==> src/rtl/text_char_serializer.sv <==
// text_char_serializer: fetches charset rows from a synchronous ROM and shifts them out
// as fg/bg colour indices, one pixel per pix_ce, with a one-deep pattern buffer.
module text_char_serializer #(
    parameter int DW = 8,
    parameter int CW = 4
) (
    input  logic          clock,
    input  logic          reset_n,
    input  logic          pix_ce,
    input  logic          flush,
    input  logic          char_valid,
    output logic          char_ready,
    input  logic [7:0]    char_code,
    input  logic [2:0]    char_row,
    input  logic [1:0]    charset_sel,
    input  logic [2*CW-1:0] attr,
    output logic [12:0]   rom_address,
    input  logic [DW-1:0] rom_q,
    output logic          pixel_valid,
    output logic [CW-1:0] pixel_color,
    output logic          underrun
);
    localparam int NW = (DW > 1) ? $clog2(DW) : 1;

    typedef enum logic [1:0] {IDLE, ADDR, DATA} state_t;
    state_t state, state_nx;

    logic            accept, load, shift, buf_full;
    logic [DW-1:0]   buf_pat, shift_pat, src_pat;
    logic [2*CW-1:0] fetch_attr, buf_attr, shift_attr, src_attr;
    logic [NW-1:0]   cnt;

    always_comb begin
        char_ready = (state == IDLE) && !buf_full && !flush;
        accept     = char_valid && char_ready;
        load       = pix_ce && (cnt == '0) && buf_full;
        shift      = pix_ce && (cnt != '0);
        src_pat    = load ? buf_pat : shift_pat;
        src_attr   = load ? buf_attr : shift_attr;
        state_nx   = flush ? IDLE :
                     accept ? ADDR :
                     (state == ADDR) ? DATA :
                     (state == DATA) ? IDLE : state;
    end

    always_ff @(posedge clock or negedge reset_n) begin
        if (!reset_n) state <= IDLE;
        else          state <= state_nx;
    end

    always_ff @(posedge clock or negedge reset_n) begin
        if (!reset_n) begin
            rom_address <= '0;
            fetch_attr  <= '0;
            buf_pat     <= '0;
            buf_attr    <= '0;
            buf_full    <= 1'b0;
            shift_pat   <= '0;
            shift_attr  <= '0;
            cnt         <= '0;
            pixel_valid <= 1'b0;
            pixel_color <= '0;
            underrun    <= 1'b0;
        end else begin
            underrun <= 1'b0;
            if (flush) begin
                buf_full    <= 1'b0;
                cnt         <= '0;
                pixel_valid <= 1'b0;
            end else begin
                if (accept) begin
                    rom_address <= {charset_sel, char_code, char_row};
                    fetch_attr  <= attr;
                end
                // DATA only runs with an empty buffer, so it never races the shifter's load
                if (state == DATA) begin
                    buf_pat  <= rom_q;
                    buf_attr <= fetch_attr;
                    buf_full <= 1'b1;
                end else if (load) begin
                    buf_full <= 1'b0;
                end
                if (load || shift) begin
                    pixel_valid <= 1'b1;
                    pixel_color <= src_pat[DW-1] ? src_attr[2*CW-1:CW] : src_attr[CW-1:0];
                    shift_pat   <= src_pat << 1;
                    shift_attr  <= src_attr;
                    cnt         <= load ? NW'(DW - 1) : cnt - 1'b1;
                end else if (pix_ce) begin
                    pixel_valid <= 1'b0;
                    pixel_color <= '0;
                    underrun    <= 1'b1;
                end
            end
        end
    end
endmodule

==> config.mk <==
export PLATFORM = sky130hd
export DESIGN_NAME = text_char_serializer
export DESIGN_NICKNAME = d
export VERILOG_FILES = /design/src/rtl/text_char_serializer.sv
export SDC_FILE = /design/constraint.sdc
export NUM_CORES = 1
export LEC_CHECK = 0
export CORE_ASPECT_RATIO = 1.5
export CORE_MARGIN = 2
export CORE_UTILIZATION = 30
export CTS_CLUSTER_DIAMETER = 60
export DETAILED_ROUTE_END_ITERATION = 8
export GPL_TIMING_DRIVEN = 0
export PLACE_DENSITY_LB_ADDON = 0.15
export SETUP_SLACK_MARGIN = 0.02
export SLEW_MARGIN = 20
export SYNTH_ARGS = -nofsm -noshare
export SYNTH_HDL_FRONTEND = slang
export SYNTH_SLANG_ARGS = --single-unit
==> constraint.sdc <==
create_clock -name clock -period 1.8 [get_ports clock]
set_input_delay 0.18 -clock clock [delete_from_list [all_inputs] [get_ports clock]]
set_output_delay 0.18 -clock clock [all_outputs]
set_load 0.005 [all_outputs]
==> summary.txt <==
Drt
  – Routed len/inst: 13.77 µm
  – DRT iter0 DRCs: 36
  – Detailed Route WL: 5.164 mm
  – Drt pass-1 iters: 4
  – Final ANT Viol Nets: 0
  – Vias/cell: 4.539
  – Top layer reached by signal wires: met4
  – Met2 WL: 2.522 mm
  – Total number of vias: 1702
  – Met1 wire length: between 2 and 2.5 mm
  – DRC Markers: 0
  – Met3 routed WL: about 240 µm

Global routing
  – First-pass GRT wire length: about 8.4 mm
  – Vias in the first global route: about 1700
  – Total track usage: 11.61%
  – Remaining global-route overflow: 0
  – Largest net degree at the start of global routing: 45
  – Initial antenna violation count: 0

Synth
  – Main synth FF type: dfrtp_1
  – Netlist cell types: 30
  – Area of the mapped netlist: approximately 2800 µm²
  – Warnings from Yosys: 0
  – Top cell type's share of synthesized area: 58.05%
  – Top post-synthesis cells by area: dfrtp_1 58%, mux2_2 12%, mux2_1 9.0%, mux2i_1 4.4%, ha_1 2.3%
  – Syn Inst Count: 188
  – EDFF count, synth: 0
  – Post-synth ARST share: 100.0%
  – Synthesis-stage register bit count: 64
  – Post-synthesis sequential area ratio: ~58%
  – Leading area contributor after synthesis: dfrtp_1
  – Syn Area/Cell: between 10 and 15 µm²
  – Synth Net Count: 227

Floorplanning
  – Die X: 82.30 µm
  – Die H: 121.5 µm
  – Top Ports: 54
  – Area of the core: just under 9000 µm²
  – DIE AREA: between 9000 and 10000 µm²
  – Row cnt: 42
  – Initial core utilization: a little under a third

STA
  – Fin. Hold Viols: 0
  – Worst Setup Slack, final: 105.0 ps
  – Final slew viol count: 0
  – Clock skew: 6.016 ps
  – Fin crit period: 1695 ps
  – RSZ-0062 raised after global routing: false
  – Slew of the pin with the lowest slew margin: 348.1 ps
  – Final period util: 94.17%
  – Max Fclk: 590.0 MHz
  – Setup-failing EPs final: 0
  – Slew margin rel.: 76.80%

Setup path
  – Worst path arrival time: 1910 ps
  – WP data required: 2010 ps
  – CP Capture Type: flip-flop
  – Critical path startpoint category: flip-flop
  – CP Max Fanout: 10
  – Classification of the worst setup path: flip-flop to flip-flop

Place
  – Buffers on Ports: 52
  – Routability cong.: 0.6804
  – Placed insts: 351
  – DP Wirelength: 3.634 mm
  – Place WS: -166.4 ps

Final layout
  – Final Util: between 40% and 50%
  – Inserted Diodes: 0
  – Share of layout cells above drive strength 1: between 20% and 30%
  – FF/Latch Area: 1602 µm²
  – Nets: 299
  – Layout area overhead: 41.22%
  – Final cell count without fillers: 375
  – Layout fillers: 822
  – Multi-input logic area: 1106 µm²

Run
  – Max cap viols: 0

Clock network
  – H-Tree Depth: 3
  – CTS tree: yes
  – Clock Path Buffers: 2
  – Clk_lat worst skew: 330 ps
  – Root Driver: clkbuf_16
  – Worst-path clk slew: 50 ps
  – CTS sink cnt: 64
  – Cts bufs inserted: 9

Status
  – Status: finished clean

Pwr
  – Power per cell area: about 1500 nW/µm²
  – Static Leak: about 1.8 nW
  – Maximum vdd ir drop: 0.7065 mV

Hold path
  – Type of the most critical hold path: input port to flip-flop
==> report_power, final <==
| part | internal, W | switching (W) | leakage (nW) | total, W |
|---|---|---|---|---|
| combinational | 0.00109 | 0.000599 | 0.780 | 0.00169 |
| sequential | 0.00201 | 0.000286 | 0.810 | 0.00230 |
| clock | 0.00128 | 0.000618 | 0.165 | 0.00190 |
| total | 0.00438 | 0.00150 | 1.76 | 0.00589 |
==> critical path, cell delays in order, from the launching register on <==
cell      delay (ps)
dfrtp_1          360
inv_1             50
ha_1             220
ha_4             200
nand2b_1         110
nor2b_4          170
buf_8            150
mux2_4           300
==> synthesized netlist by cell type, types with 2 or more instances <==
library cell / instances
dfrtp_1: 64
mux2_2: 30
mux2_1: 22
mux2i_1: 12
inv_1: 7
buf_2: 5
ha_1: 5
a21oi_1: 4
a22o_1: 4
mux2_4: 4
buf_6: 3
nor2_1: 3
nor2b_1: 3
a211oi_1: 2
a21o_1: 2
clkbuf_1: 2
nand2_1: 2
nand2b_1: 2
==> placed cells by master (no fill, tap or decap), types with 2 or more instances in the layout <==
cell,n
clkinv_2,2
a211oi_1,2
a22o_1,4
nor2b_1,3
buf_2,2
buf_8,3
nor2_1,3
a21o_1,2
nand2_1,2
a21oi_1,4
buf_4,8
clkbuf_8,2
mux2i_1,12
clkbuf_16,9
mux2_4,4
mux2_2,30
clkdlybuf4s50_1,50
mux2_1,22
inv_1,6
nand2b_1,2
bufinv_16,2
ha_1,3
dfrtp_1,64
==> what timing repair did <==
| item | in CTS | in global routing |
|---|---|---|
| pin swaps | 1 | 0 |
| endpoints found under the setup margin | 32 | 31 |
| hold buffers | 1 | 0 |
| endpoints found under the hold margin | 20 | 0 |
| cloned | 0 | 1 |
| buffers inserted | 3 | 4 |
| gates resized for setup | 6 | 10 |
==> through the flow <==
| stage | instance area [µm²] | TNS [ps] | hold WS, ps | total power, W |
|---|---|---|---|---|
| 6_report | 3896 | 0 | 248.2 | 0.005887 |
| 5_1_grt | 3896 | 0 | 261.6 | 0.006264 |
| 4_1_cts | 3819 | 0 | 212.9 | 0.005890 |
| 3_5_place_dp | 3442 | -3891 | 95.77 | 0.003910 |
| 3_3_place_gp | 3417 | -114230 | 464.6 | 0.003857 |
| 2_1_floorplan | 2759 | 0 | -115.6 | 0.003226 |
==> area by class of cell <==
| class | instances | share of cell area, % |
|---|---|---|
| clock inverters | 5 | 2.023 |
| clock buffers | 11 | 6.487 |
| multi-input cells | 107 | 28.39 |
| flip-flops and latches | 64 | 41.10 |
| inverters | 7 | 0.6744 |
| plain buffers | 10 | 2.216 |
| repair buffers | 61 | 15.57 |
| well taps | 110 | 3.532 |
==> kinds of logic after synthesis <==
group           count (synthesis)  share of synthesized area (%)
buf+inv                        18                          3.492
simple gates                   16                          4.127
mux                            68                          27.76
flops                          64                          58.05
compound gates                 17                          4.308
fa+ha+maj                       5                          2.268
==> layer usage <==
layer | GRT usage, % | vias to the layer above
met2 | 17.29 | 40
met5 | 0 | -
met4 | 8.125 | 0
li1 | - | 823
met3 | 3.348 | 12
met1 | 14.08 | 827
==> worst paths after layout <==
kind / startpoint / end / slack [ps] / depth (start not counted)
max in group asynchronous: reset_n / buf_pat[7] / 1000 / 3
hold reg to reg: pixel_valid / pixel_valid / 470 / 1
setup / recovery: cnt[0] / shift_pat[6] / 100 / 7
setup reg to reg: cnt[0] / shift_pat[6] / 100 / 7
hold / removal: pix_ce / underrun / 250 / 3
min in group asynchronous: reset_n / rom_address[9] / 280 / 2
==> registers in the layout (all words and copies together), names as in the netlist <==
signal	count
rom_address	13
buf_attr	8
buf_pat	8
fetch_attr	8
shift_attr	8
shift_pat	7
pixel_color	4
cnt	3
state	2
buf_full	1
pixel_valid	1
underrun	1
(Power assumes the default switching activity.)
